## src/rtl/forward_path_scheduler_pkg.sv

```systemverilog
// Shared types for the forward-path scheduler: FSM states, output targets
// and the width of the optional per-output packet counters.
package forward_path_scheduler_pkg;

    typedef enum logic [1:0] {
        IDLE  = 2'd0,
        FETCH = 2'd1,
        HOLD  = 2'd2
    } state_t;

    typedef enum logic [1:0] {
        TGT_X = 2'd0,
        TGT_N = 2'd1,
        TGT_S = 2'd2
    } target_t;

    localparam int unsigned STATS_WIDTH = 16;

endpackage

```

## src/rtl/forward_path_scheduler_rr.sv

```systemverilog
// Two-way round-robin arbiter: favours the requester not granted last,
// pointer starts at A (req[0]) and only moves when a grant is accepted.
module rr_arbiter2 (
    input  logic       clk,
    input  logic       rst,
    input  logic [1:0] req,
    input  logic       accept,
    output logic [1:0] grant
);

    logic prio_b;

    always_comb begin
        grant = '0;
        if (req[0] && (!req[1] || !prio_b)) begin
            grant[0] = 1'b1;
        end else if (req[1]) begin
            grant[1] = 1'b1;
        end
    end

    always_ff @(posedge clk) begin
        if (!rst) begin
            prio_b <= 1'b0;
        end else if (accept) begin
            prio_b <= grant[0];
        end
    end

endmodule

```

## src/rtl/forward_path_scheduler.sv

```systemverilog
// Forward-path scheduler: pulls packets from two input FIFOs (round-robin) and
// routes each to lateral/north/south. Optional counters: FORWARD_PATH_STATS_EN.
module forward_path_scheduler
    import forward_path_scheduler_pkg::*;
#(
    parameter int DATA_WIDTH = 32,
    parameter int DX_MSB     = 29,
    parameter int DX_LSB     = 21,
    parameter int DY_MSB     = 20,
    parameter int DY_LSB     = 12,
    parameter int ADD        = -1
) (
    input  logic                  clk,
    input  logic                  rst,
    input  logic [DATA_WIDTH-1:0] a_din,
    input  logic                  a_empty,
    output logic                  a_ren,
    input  logic [DATA_WIDTH-1:0] b_din,
    input  logic                  b_empty,
    output logic                  b_ren,
    output logic [DATA_WIDTH-1:0] x_dout,
    output logic                  x_wen,
    input  logic                  x_full,
    output logic [DX_LSB-1:0]     n_dout,
    output logic                  n_wen,
    input  logic                  n_full,
    output logic [DX_LSB-1:0]     s_dout,
    output logic                  s_wen,
    input  logic                  s_full
`ifdef FORWARD_PATH_STATS_EN
    ,
    output logic [STATS_WIDTH-1:0] cnt_x,
    output logic [STATS_WIDTH-1:0] cnt_n,
    output logic [STATS_WIDTH-1:0] cnt_s
`endif
);

    localparam int unsigned DXW = DX_MSB - DX_LSB + 1;
    localparam int unsigned DYW = DY_MSB - DY_LSB + 1;

    state_t                  state_q, state_d;
    target_t                 tgt;
    logic [DATA_WIDTH-1:0]   hold_q;
    logic                    src_b_q;
    logic [1:0]              req, grant;
    logic                    issue, tgt_full;
    logic [DXW-1:0]          dx, dx_next;
    logic signed [DYW-1:0]   dy;

    assign req = {~b_empty, ~a_empty};
    assign dx  = hold_q[DX_MSB:DX_LSB];
    assign dy  = hold_q[DY_MSB:DY_LSB];
    assign dx_next = dx + DXW'(ADD);

    rr_arbiter2 u_arb (
        .clk    (clk),
        .rst    (rst),
        .req    (req),
        .accept (issue),
        .grant  (grant)
    );

    always_comb begin
        if (dx != '0) begin
            tgt = TGT_X;
        end else if (dy < $signed(DYW'(0))) begin
            tgt = TGT_S;
        end else begin
            tgt = TGT_N;
        end
    end

    always_comb begin
        case (tgt)
            TGT_X:   tgt_full = x_full;
            TGT_N:   tgt_full = n_full;
            TGT_S:   tgt_full = s_full;
            default: tgt_full = 1'b1;
        endcase
    end

    always_comb begin
        x_dout = hold_q;
        x_dout[DX_MSB:DX_LSB] = dx_next;
    end

    assign n_dout = hold_q[DX_LSB-1:0];
    assign s_dout = hold_q[DX_LSB-1:0];

    // Strobes are gated by rst so a packet caught in flight by reset is
    // dropped without a write or an extra FIFO pop during the reset cycle.
    always_comb begin
        state_d = state_q;
        issue   = 1'b0;
        x_wen   = 1'b0;
        n_wen   = 1'b0;
        s_wen   = 1'b0;
        if (rst) begin
            case (state_q)
                IDLE: begin
                    if (|req) begin
                        issue   = 1'b1;
                        state_d = FETCH;
                    end
                end
                FETCH: state_d = HOLD;
                HOLD: begin
                    if (!tgt_full) begin
                        x_wen   = (tgt == TGT_X);
                        n_wen   = (tgt == TGT_N);
                        s_wen   = (tgt == TGT_S);
                        issue   = |req;
                        state_d = (|req) ? FETCH : IDLE;
                    end
                end
                default: state_d = IDLE;
            endcase
        end
    end

    assign a_ren = issue & grant[0];
    assign b_ren = issue & grant[1];

    always_ff @(posedge clk) begin
        if (!rst) begin
            state_q <= IDLE;
            hold_q  <= '0;
            src_b_q <= 1'b0;
        end else begin
            state_q <= state_d;
            if (issue) begin
                src_b_q <= grant[1];
            end
            if (state_q == FETCH) begin
                hold_q <= src_b_q ? b_din : a_din;
            end
        end
    end

`ifdef FORWARD_PATH_STATS_EN
    always_ff @(posedge clk) begin
        if (!rst) begin
            cnt_x <= '0;
            cnt_n <= '0;
            cnt_s <= '0;
        end else begin
            if (x_wen && cnt_x != '1) cnt_x <= cnt_x + 1'b1;
            if (n_wen && cnt_n != '1) cnt_n <= cnt_n + 1'b1;
            if (s_wen && cnt_s != '1) cnt_s <= cnt_s + 1'b1;
        end
    end
`endif

endmodule
```

## config.mk

```make
export PLATFORM = sky130hd
export DESIGN_NAME = forward_path_scheduler
export DESIGN_NICKNAME = d
export VERILOG_FILES = /design/src/rtl/forward_path_scheduler_pkg.sv /design/src/rtl/forward_path_scheduler_rr.sv /design/src/rtl/forward_path_scheduler.sv
export SDC_FILE = /design/constraint.sdc
export NUM_CORES = 1
export LEC_CHECK = 0
export ABC_CLOCK_PERIOD_IN_PS = 3660
export CORE_UTILIZATION = 39
export CTS_BUF_LIST = sky130_fd_sc_hd__clkbuf_4
export DETAILED_ROUTE_END_ITERATION = 12
export DONT_BUFFER_PORTS = 1
export HOLD_SLACK_MARGIN = 0.15
export MAX_ROUTING_LAYER = met4
export PLACE_DENSITY = 0.64
export SETUP_SLACK_MARGIN = 0.5
export SLEW_MARGIN = 30
export SYNTH_ARGS = -nofsm -noshare
export SYNTH_HDL_FRONTEND = slang
export SYNTH_SLANG_ARGS = --single-unit
```

## constraint.sdc

```tcl
create_clock -name clk -period 3.66 [get_ports clk]
set_clock_uncertainty 0.1 [all_clocks]
set_input_delay 0.366 -clock clk [delete_from_list [all_inputs] [get_ports clk]]
set_output_delay 0.366 -clock clk [all_outputs]
set_load 0.01 [all_outputs]
```

# Word-level counts from Yosys, hierarchy flattened

Index checks and enable logic that the tools add are counted.

Output and inout port bits: 79
Input port bits: 71
Logic and storage cells: 48
Flip-flop bits (word level): 36

Order comparisons: 1
Reduce and logical (&&, ||, !) cells: 8
Eq/ne operators: 6
Bitwise gates (word level): 4
Mux-type cells: 24
Add/subtract/negate cells: 1

Operators with widths:

| cell                | number |
|---|---|
| $mux 32             | 1 |
| $mux 1              | 16 |
| $add 9x9->9 const B | 1 |
| $lt 9x1->1 const B  | 1 |
| $reduce_bool 9->1   | 1 |
| $mux 2              | 4 |
| $pmux 2 s3          | 1 |
| $eq 2x1->1 const B  | 2 |
| $eq 2x2->1 const B  | 2 |
| $logic_not 2->1     | 2 |
| $ne 2x2->1 const B  | 2 |
| $pmux 1 s3          | 1 |
| $and 1x1->1         | 2 |
| $not 1->1           | 2 |
| $pmux 1 s2          | 1 |
| $reduce_and 2->1    | 1 |
| $reduce_or 2->1     | 1 |
| $logic_and 1x1->1   | 1 |
| $logic_not 1->1     | 1 |
| $logic_or 1x1->1    | 1 |

# Depth between registers and ports, before layout

Gate-level depths: netlist of the first run.

Depth in word-level cells: 9
Mapped depth: 6
Mapped depth without buffers: 6

# By module

Synthesis of the first run repeated with hierarchy kept, for this count alone.

Cell total of the unflattened synthesis: 261
Area total of the unflattened synthesis: 2402.3 um2

Modules (own cells, without submodules):

| module                 | cells an instance | area an instance (um2) | instances | sequential area each (um2) |
|---|---|---|---|---|
| forward_path_scheduler | 255               | 2342.2                 | 1         | 700.7 |
| rr_arbiter2            | 6                 | 60.1                   | 1         | 20.0 |

# Least setup slack after synthesis of the first run

No wires, ideal clock.

Path kind: register -> output
Start point: register hold_q[21]
End point: output port a_ren
Setup slack: 1.680 ns
Cell stages (with the launch flop): 7
Arrival: 1.514 ns
Path buffers: 0
Data required time: 3.194 ns
Cells stage by stage: dfxtp_1 -> inv_1 -> ha_1 -> nor4b_4 -> and2_2 -> a211o_4 -> nor2_1

Longest elaborated chain between the ends: 8
Elaborated cells on any way between the ends: 10
Those cells by class: eq/ne: 2; mux: 5; bitwise: 1; reduce/logical: 2

RTL lines:

| element                            | line                          | text |
|---|---|---|
| start, declared                    | forward_path_scheduler.sv:43  | `logic [DATA_WIDTH-1:0] hold_q;` |
| start signal, assigned             | forward_path_scheduler.sv:135 | `hold_q <= src_b_q ? b_din : a_din;` |
| $reduce_bool 9->1 *                | forward_path_scheduler.sv:64  | `if (dx != '0) begin` |
| $mux 2 *                           | forward_path_scheduler.sv:64  |  |
| $eq 2x2->1 (tied with other cells) | forward_path_scheduler.sv:74  | `case (tgt)` |
| $pmux 1 s3 *                       | forward_path_scheduler.sv:74  |  |
| $mux 1 *                           | forward_path_scheduler.sv:108 | `if (!tgt_full) begin` |
| $pmux 1 s2 *                       | forward_path_scheduler.sv:99  | `case (state_q)` |
| $mux 1 *                           | forward_path_scheduler.sv:98  | `if (rst) begin` |
| $and 1x1->1 *                      | forward_path_scheduler.sv:121 | `assign a_ren = issue & grant[0];` |
| end, declared                      | forward_path_scheduler.sv:17  | `output logic a_ren,` |

Every way passes the cells marked *; elsewhere a longest branch is shown, timed or not.

# Worst setup path after layout of the first run

Same ends and word-level chain as after synthesis.

==> results of run 1 <==
==> state kept, by name (all words and copies together), names as in the netlist <==
register and cells:
u_arb.prio_b 1, state_q 2, hold_q 32, src_b_q 1
==> cells by family (layout without fill, tap and decap cells) <==
kind of cell	Yosys count	count (layout)	synth area share
compound gates	39	39	0.130
xor+xnor	6	6	0.0228
fa+ha+maj	2	2	0.0109
buf+inv	85	48	0.247
flops	36	36	0.313
mux	35	35	0.152
simple gates	59	59	0.124
==> Yosys cell counts (all sizes together), types with 3 or more instances <==
cell | n | share of area
nor2 | 37 | 0.060
inv | 7 | 0.011
clkbuf | 7 | 0.011
a211oi | 32 | 0.10
nor4 | 3 | 0.015
nand2 | 7 | 0.011
mux2i | 35 | 0.15
nand3 | 5 | 0.011
xor2 | 4 | 0.015
dfxtp | 36 | 0.31
buf | 71 | 0.22
==> layout by cell type (no fill, tap or decap), types with 2 or more instances in the layout <==
cell type,instances
a211oi_1,32
clkbuf_4,5
clkinv_2,2
dfxtp_1,35
dlygate4sd3_1,32
ha_1,2
inv_1,5
inv_2,2
mux2i_1,35
nand2_1,7
nand3_1,5
nor2_1,36
nor3_1,2
nor4_1,2
xnor2_1,2
xor2_1,4
==> layer usage <==
| metal | track usage | share of wire |
|---|---|---|
| met1 | 0.158 | 0.41 |
| met2 | 0.267 | 0.51 |
| met3 | 0.0425 | 0.066 |
| met4 | 0.0545 | 0.015 |
| met5 | - | 0 |
==> path summary, 6_finish.rpt <==
check,from,endpoint,slack [ns],cells after the start
hold / removal,a_din[29],hold_q[29]$_SDFFE_PN0N_,0.16,2
setup / recovery,hold_q[21]$_SDFFE_PN0N_,a_ren,1.17,6
setup reg to reg,hold_q[21]$_SDFFE_PN0N_,src_b_q$_SDFFE_PN0P_,1.32,7
hold reg to reg,state_q[0]$_SDFFE_PN0P_,state_q[1]$_SDFFE_PN0P_,0.38,2
==> per-stage QoR <==
step / util / hold WS, ns / instance area [um^2] / power, mW
after floorplan: - / 0.346 / 2310 / 0.852
after global placement: 0.333 / 0.351 / 1870 / 0.791
after detailed placement: 0.333 / 0.362 / 1870 / 0.796
after CTS: 0.398 / 0.150 / 2230 / 1.05
after global routing: 0.400 / 0.151 / 2240 / 1.10
final: 0.400 / 0.164 / 2240 / 1.03
==> final cells by class <==
type | instances | share of cell area
Clock buffer | 5 | 0.0167
Clock inverter | 3 | 0.00614
Inverter | 7 | 0.0117
Multi-Input combinational cell | 141 | 0.456
Sequential cell | 36 | 0.323
Tap cell | 72 | 0.0402
Timing Repair Buffer | 33 | 0.146
==> worst max-delay path, cell delays in order, from the launching register on <==
cell,delay (ns)
dfxtp_1,0.38
inv_1,0.13
ha_1,0.22
nor4b_4,0.14
and2_2,0.23
a211o_4,0.36
nor2_1,0.23
==> power by group <==
part	switching (mW)	total, mW	internal, mW
Combinational	0.140	0.269	0.128
Clock	0.141	0.212	0.0707
Sequential	0.110	0.547	0.437
==> repair_timing <==
item / CTS / global route
hold endpoints to repair: 19 / 1
resized for setup: 0 / 0
hold buffers: 31 / 1
==> results.yml, run 1 <==
run_status:
  run_status: "finished, final reports clean"
worst_hold_path:
  hold_class: "in2reg"
timing:
  tightest_slew_ns: 0.768
  setup_viol: 0
  hold_viol_final: 0
  worst_slack_ns: 1.17
  fmax_mhz: 401
  setup_tns_ns: 0
  drv_slew: 0
  period_needed_ns: 2.49
  rsz0062_at_grt: "no"
  maxSlewHeadroom: 0.487
  period_share: 0.681
layout:
  antenna_cells: 0
  multi_input_area_um2: 1020
  stdcell_count: 297
  layout-drive-gt1-share: 0.0756
  nets: 297
  regArea_um2: 724
  layout.filler_cells: 582
  area_delta_synth_final_pct: -2.77
detailed_routing:
  dr.pass1.iters: 4
  antenna_left: 0
  routedWlPerCell_um: 15.2
  num_vias: 1533
  drc_errors: 0
  vias_per_cell: 5.16
  routed_wl_um: 4500
  drtIter0Drc: 44
global_route:
  grt_max_degree: 37
  grtUsageTotal: 0.150
  grt_antenna_before_repair: 0
  grt_pass1_vias: 1540
  overflow: 0
  grt_pass1_wl_um: 7020
floorplanning:
  start_util: 0.411
  die_x_um: 78.9
  die_h_um: 78.9
  dieArea_um2: 6220
  num_rows: 27
  ios: 150
  core-area_um2: 5610
critical_path:
  start_kind: "register"
  cp-end-kind: "output port"
  worstPathRequired_ns: 3.19
  critPathKind: "reg2out"
  cp.arrival_ns: 2.03
  cp_max_fo: 5
placement:
  gp_congestion: 0.699
  port_buffers: 0
  dp_slack_ns: 1.57
  hpwl_um: 2830
  dpl.cell_count: 257
cts:
  post_cts_buffers: 0
  clock_latency_ns: 0.33
  htree_num_levels: 2
  numClockSinks: 36
  cts_tree: "built"
  clockBufferDepth: 2
  clk_pin_slew_worst_paths_ns: 0.11
  numCtsBuffers: 5
  root_buffer: "clkbuf_4"
power_and_ir_drop:
  peakVddDrop_mv: 0.191
  p_leak_nw: 0.801
  power_density_nw_per_um2: 458
yosys:
  synth_nets: 335
  async_reset_ff_frac: 0
  netlist_area_um2: 2310
  synthDistinctLibCells: 29
  synth_edf_count: 0
  yosysSeqAreaShare: 0.313
  yosys_register_bits: 36
  synth.yosys.warnings: 0
  synth_ff_type: "dfxtp_1"
  synthCells: 262
  avgSynthCellArea_um2: 8.80
flow_run:
  maxCapViolations: 0
No activity file was read; power rests on OpenSTA's default activity.
==> inputs of run 2 (changes only) <==
Settings changed: ABC_CLOCK_PERIOD_IN_PS 3660 to 2200, PLACE_DENSITY 0.64 to 0.66.
Clock period 3.66 ns to 2.2 ns, I/O delays scaled along.
==> run 2 against run 1 <==
Net effect:
- global-route usage is 3.5 points higher
- core utilization increased by 10 points
- worst setup slack worse by 1.1 ns
==> results.yml, run 2 (synthesized netlist as in run 1, its figures left out) <==
layout:
  largest_reg_flops: 32
  antenna_cells: 0
  final_cell_mix: "dlygate4sd3_1 (69), mux2i_1 (35), nor2_1 (32), a211oi_1 (32), dfxtp_1 (30)"
  nets: 343
  top_register: "hold_q"
  layout-drive-gt1-share: 0.177
  final_area_um2: 2820
  area_delta_synth_final_pct: 22.4
  layout.filler_cells: 539
  stdcell_count: 343
  final_common_cell: "dlygate4sd3_1"
  reg_top3: "hold_q (32), state_q (2)"
  utilization: 0.503
global_route:
  grt_max_degree: 33
  overflow: 0
  grt_antenna_before_repair: 0
  grt_pass1_wl_um: 8520
  grtUsageTotal: 0.185
  grt_pass1_vias: 1833
power_and_ir_drop:
  power_density_nw_per_um2: 665
  peakVddDrop_mv: 0.320
  swShare: 0.381
  netSwitchingPower_uw: 714
  p_total_mw: 1.88
  p_comb_frac: 0.335
  clockPowerShare: 0.183
  p_leak_nw: 1.04
  p_int_mw: 1.16
  seqPwrFrac: 0.482
timing:
  drv_slew: 0
  period_needed_ns: 2.10
  rsz0062_at_grt: "yes"
  setup_tns_ns: 0
  fmax_mhz: 476
  hold-worst-slack_ns: 0.227
  maxSlewHeadroom: 0.612
  worst_slack_ns: 0.0974
  tightest_slew_ns: 0.581
  period_share: 0.956
  setup_viol: 0
  hold_viol_final: 0
detailed_routing:
  drtIter0Drc: 69
  antenna_left: 0
  vias_per_cell: 5.24
  routed_wl_um: 5580
  drc_errors: 0
  dr.pass1.iters: 4
  num_vias: 1797
  routedWlPerCell_um: 16.3
placement:
  dpl.cell_count: 261
  gp_congestion: 0.717
  placed_cell_area_um2: 1920
  dp_slack_ns: 0.352
  port_buffers: 0
  hpwl_um: 3080
critical_path:
  critPathKind: "reg2out"
  reg2reg_from: "hold_q[21]$_SDFFE_PN0N_"
  cp_slowest_cell: "dfxtp_2"
  worstPathRequired_ns: 1.88
  startpoint: "hold_q[21]$_SDFFE_PN0N_"
  cp_max_fo: 4
  crit_chain: "inv_4, ha_4, nor4b_4, a21oi_2, a211o_4, nor2_4"
  cp-end-kind: "output port"
  start_kind: "register"
  max_stage_delay_ns: 0.36
  cp.arrival_ns: 1.78
cts:
  clk_pin_slew_worst_paths_ns: 0.12
  htree_num_levels: 2
  numCtsBuffers: 5
  cts_tree: "built"
  root_buffer: "clkbuf_4"
  clockBufferDepth: 2
  clock_latency_ns: 0.34
  numClockSinks: 36
run_status:
  run_status: "finished, final reports clean"
floorplanning:
  core-area_um2: 5610
  dieArea_um2: 6220
  die_h_um: 78.9
  start_util: 0.411
  die_x_um: 78.9
  ios: 150
  num_rows: 27
worst_hold_path:
  worstHoldStart: "n_full"
  hold_class: "in2reg"
flow_run:
  maxCapViolations: 0
## run 2: changes by cell type in the layout (fill, tap and decap cells not counted), moves of 3 or more
cell           previous run  this run
buf_4                     1         9
dfxtp_2                   0         3
dfxtp_1                  35        30
nor2_1                   36        32
dlygate4sd3_1            32        69
## run 2: worst max-delay path, delay by kind of cell (launching register included)
family	cells	cell delay, ns
compound gates	2	0.41
fa+ha+maj	1	0.12
buf+inv	1	0.09
flops	1	0.36
simple gates	2	0.45
## run 2: worst paths after layout
| path | endpoint | slack [ns] | cells after the start |
|---|---|---|---|
| setup / recovery | a_ren | 0.1 | 6 |
| hold / removal | state_q[1]$_SDFFE_PN0P_ | 0.23 | 4 |
| setup reg to reg | src_b_q$_SDFFE_PN0P_ | 0.31 | 8 |
| hold reg to reg | state_q[1]$_SDFFE_PN0P_ | 0.38 | 2 |
## run 2: power by group through the flow
stage               Combinational [mW]  Sequential (mW)  Clock (mW)
finish                           0.629            0.903       0.343
global route                     0.684            0.923       0.394
CTS                              0.606            0.901       0.361
detailed placement               0.436            0.908           0
global placement                 0.427            0.906           0
floorplan                        0.623            0.806           0
## run 2: area by class of cell
| cell class | instances | area (um^2) | area share |
|---|---|---|---|
| clock buffers | 5 | 37.5 | 0.0133 |
| multi-input cells | 141 | 1150 | 0.406 |
| inverters | 7 | 28.8 | 0.0102 |
| repair buffers | 79 | 769 | 0.273 |
| flip-flops and latches | 36 | 736 | 0.261 |
| clock inverters | 3 | 13.8 | 0.00488 |
| well taps | 72 | 90.1 | 0.0319 |
## run 2: layer usage
layer,GRT usage,up-vias,routed length [um]
li1,-,860,-
met1,0.167,843,2010
met2,0.364,80,3140
met3,0.0437,14,292
met4,0.0800,0,140
met5,-,-,0
## run 2: repair_timing
item	CTS	global route
endpoints found under the hold margin	35	0
pin swaps	10	2
setup buffers	4	1
gates resized for setup	22	5
cloned	0	0
setup endpoints to repair	12	18
hold buffers	69	0
==> inputs of run 3 (changes only) <==
Settings changed: ABC_AREA from default to 1, CORE_MARGIN from default to 2, CTS_BUF_LIST sky130_fd_sc_hd__clkbuf_4 to default.
==> run 3 against run 2 <==
Net effect:
- core utilization decreased by 0.63 points
- critical path depth decreased by 1
- register-to-register slack improved by 0.12 ns
- critical path type unchanged
- cell count increased by 10%
- synthesized cell count increased by 15%
- highest routed layer unchanged
- hold slack got worse by 0.066 ns
- combinational power decreased by 12%
- sequential share of layout area increased by 0.24 points
- die area increased by 2.5%
- fmax increased by 8.1%
- total power decreased by 0.65%
==> results.yml, run 3 <==
critical_path:
  worstReg2RegEnd: "u_arb.prio_b$_SDFFE_PN0P_"
  cp-end-kind: "output port"
  start_kind: "register"
  critPathKind: "reg2out"
  worstPathRequired_ns: 1.88
  crit_chain: "nor2_2, nand2_1, or3_4, nor3_4, xor2_2"
  cp_num_buf_inv: 0
  reg2regPathDepth: 13
  critical-path-top-delay-family: "simple AND/OR/NAND/NOR gates"
  max_stage_delay_ns: 0.37
  reg2reg_from: "hold_q[22]$_SDFFE_PN0N_"
  cp.arrival_ns: 1.62
  cp_max_fo: 4
  cp_slowest_cell: "or3_4"
  r2r_setup_slack_ns: 0.43
timing:
  setup_tns_ns: 0
  rsz0062_at_grt: "yes"
  drv_slew: 0
  maxSlewHeadroom: 0.601
  setup_viol: 0
  period_share: 0.884
  tightest_slew_ns: 0.598
  fmax_mhz: 514
  period_needed_ns: 1.94
  hold_viol_final: 0
  hold-worst-slack_ns: 0.161
layout:
  largest_reg_flops: 32
  reg_top3: "hold_q (32), state_q (2)"
  area_delta_synth_final_pct: 22.6
  final_common_cell: "dlygate4sd3_1"
  layout-drive-gt1-share: 0.182
  regArea_um2: 724
  top_register: "hold_q"
  multi_input_area_um2: 1050
  antenna_cells: 0
  nets: 380
  final_cell_mix: "dlygate4sd3_1 (66), a21oi_1 (62), nand2_1 (36)"
  stdcell_count: 379
  layout.filler_cells: 515
global_route:
  grt_antenna_before_repair: 0
  grtUsageTotal: 0.198
  grt_max_degree: 37
  grt_pass1_wl_um: 9600
  overflow: 0
  grt_pass1_vias: 2019
cts:
  clockBufferDepth: 2
  cts_tree: "built"
  clock_latency_ns: 0.27
  numClockSinks: 36
  clk_pin_slew_worst_paths_ns: 0.07
  htree_num_levels: 2
  numCtsBuffers: 5
  root_buffer: "clkbuf_8"
flow_run:
  maxCapViolations: 0
yosys:
  synthCells: 302
  synth_ff_type: "dfxtp_1"
  synth_edf_count: 0
  synth_nets: 375
  avgSynthCellArea_um2: 7.43
  yosys_register_bits: 36
  synth_top_area_cell: "dfxtp_1"
  synth_area_leaders: "dfxtp_1 (32%), buf_4 (22%), a21oi_1 (14%), nand2_1 (6.4%), o21ai_0 (6.2%)"
  synth_common_cells: "buf_4 (65), a21oi_1 (64), nand2_1 (38), dfxtp_1 (36), o21ai_0 (28)"
  synth_top_area_share: 0.321
  yosysMostFrequentCell: "buf_4"
  netlist_area_um2: 2240
  synth.yosys.warnings: 0
  synthDistinctLibCells: 31
  async_reset_ff_frac: 0
  yosysSeqAreaShare: 0.321
worst_hold_path:
  worstHoldStart: "b_empty"
  min_path_cells: 4
  min_to: "src_b_q$_SDFFE_PN0P_"
  hold_class: "in2reg"
detailed_routing:
  routedWlPerCell_um: 16.3
  num_vias: 2001
  dr.pass1.iters: 4
  antenna_left: 0
  drc_errors: 0
  routed_wl_um: 6160
  vias_per_cell: 5.28
  drtIter0Drc: 148
placement:
  port_buffers: 0
  dpl.cell_count: 299
  hpwl_um: 3330
  gp_congestion: 0.644
floorplanning:
  die_x_um: 79.9
  num_rows: 27
  core-area_um2: 5540
  die_h_um: 79.9
  start_util: 0.405
  ios: 150
  dieArea_um2: 6380
power_and_ir_drop:
  power_density_nw_per_um2: 677
  p_leak_nw: 1.04
  peakVddDrop_mv: 0.345
run_status:
  run_status: "finished, final reports clean"
run 3: cell count changes after synthesis, sizes merged, moves of 6 or more:
cell    previous run  this run
a21oi              2        64
mux2i             35         0
nand2              7        42
a211oi            32         0
nor2              37         9
o21ai              1        29
clkbuf             7        13
inv                7        13
run 3: power breakdown:
part | total, mW | switching [mW] | leakage [nW] | internal, mW
combinational | 0.553 | 0.304 | 0.702 | 0.249
clock | 0.437 | 0.221 | 0.0410 | 0.215
sequential | 0.874 | 0.151 | 0.298 | 0.724
total | 1.86 | 0.676 | 1.04 | 1.19
run 3: cells by family after synthesis:
group,Yosys count,synth area share
buffers and inverters,95,0.272
XOR/XNOR,7,0.0273
AND/OR/NAND/NOR,64,0.143
AO/OA/AOI/OAI,98,0.225
flip-flops,36,0.321
adder cells (fa/ha/maj),2,0.0111
run 3: repair_timing:
action                                 in CTS  in global routing
endpoints found under the hold margin      36                  0
setup endpoints to repair                  10                 13
hold buffers                               67                  0
setup buffers                               5                  1
pin swaps                                   8                  7
gates resized for setup                    21                 11
run 3: through the flow:
step                      worst slack [ns]  instance area, um^2   util  total power, mW
after floorplan                      0.487                 2250      -             1.33
after global placement               0.382                 1830  0.330             1.22
after detailed placement             0.334                 1830  0.330             1.23
after CTS                            0.247                 2700  0.487             1.83
after global routing                 0.174                 2750  0.497             1.97
final                                0.255                 2750  0.497             1.86
run 3: how the worst max path moves through the flow:
| stage | startpoint | to | slack (ns) | cells after the start |
|---|---|---|---|---|
| finish | hold_q[23]$_SDFFE_PN0N_ | x_dout[28] | 0.26 | 5 |
| CTS | hold_q[21]$_SDFFE_PN0N_ | b_ren | 0.25 | 11 |
| floorplan | hold_q[21]$_SDFFE_PN0N_ | x_wen | 0.49 | 8 |
| global route | hold_q[22]$_SDFFE_PN0N_ | a_ren | 0.17 | 10 |
| global placement | hold_q[21]$_SDFFE_PN0N_ | x_wen | 0.38 | 8 |
| detailed placement | hold_q[21]$_SDFFE_PN0N_ | x_wen | 0.33 | 8 |
run 3: area by class of cell:
| type | count | share of cell area |
|---|---|---|
| clock inverters | 1 | 0.00182 |
| flip-flops and latches | 36 | 0.263 |
| well taps | 72 | 0.0327 |
| multi-input cells | 171 | 0.380 |
| inverters | 14 | 0.0209 |
| clock buffers | 6 | 0.0264 |
| repair buffers | 79 | 0.275 |
run 3: tightest hold or removal path, stage by stage:
cell     delay [ns]
nor2_1         0.05
nand3_4        0.09
buf_4          0.10
a21oi_2        0.04
run 3: metal layers:
| metal | track usage | routed length, um | share of wire | up-vias |
|---|---|---|---|---|
| met5 | - | 0 | 0 | - |
| met4 | 0.0712 | 72 | 0.012 | 0 |
| met3 | 0.0486 | 445 | 0.072 | 6 |
| met2 | 0.370 | 3470 | 0.56 | 110 |
| met1 | 0.200 | 2170 | 0.35 | 934 |
| li1 | - | - | - | 951 |
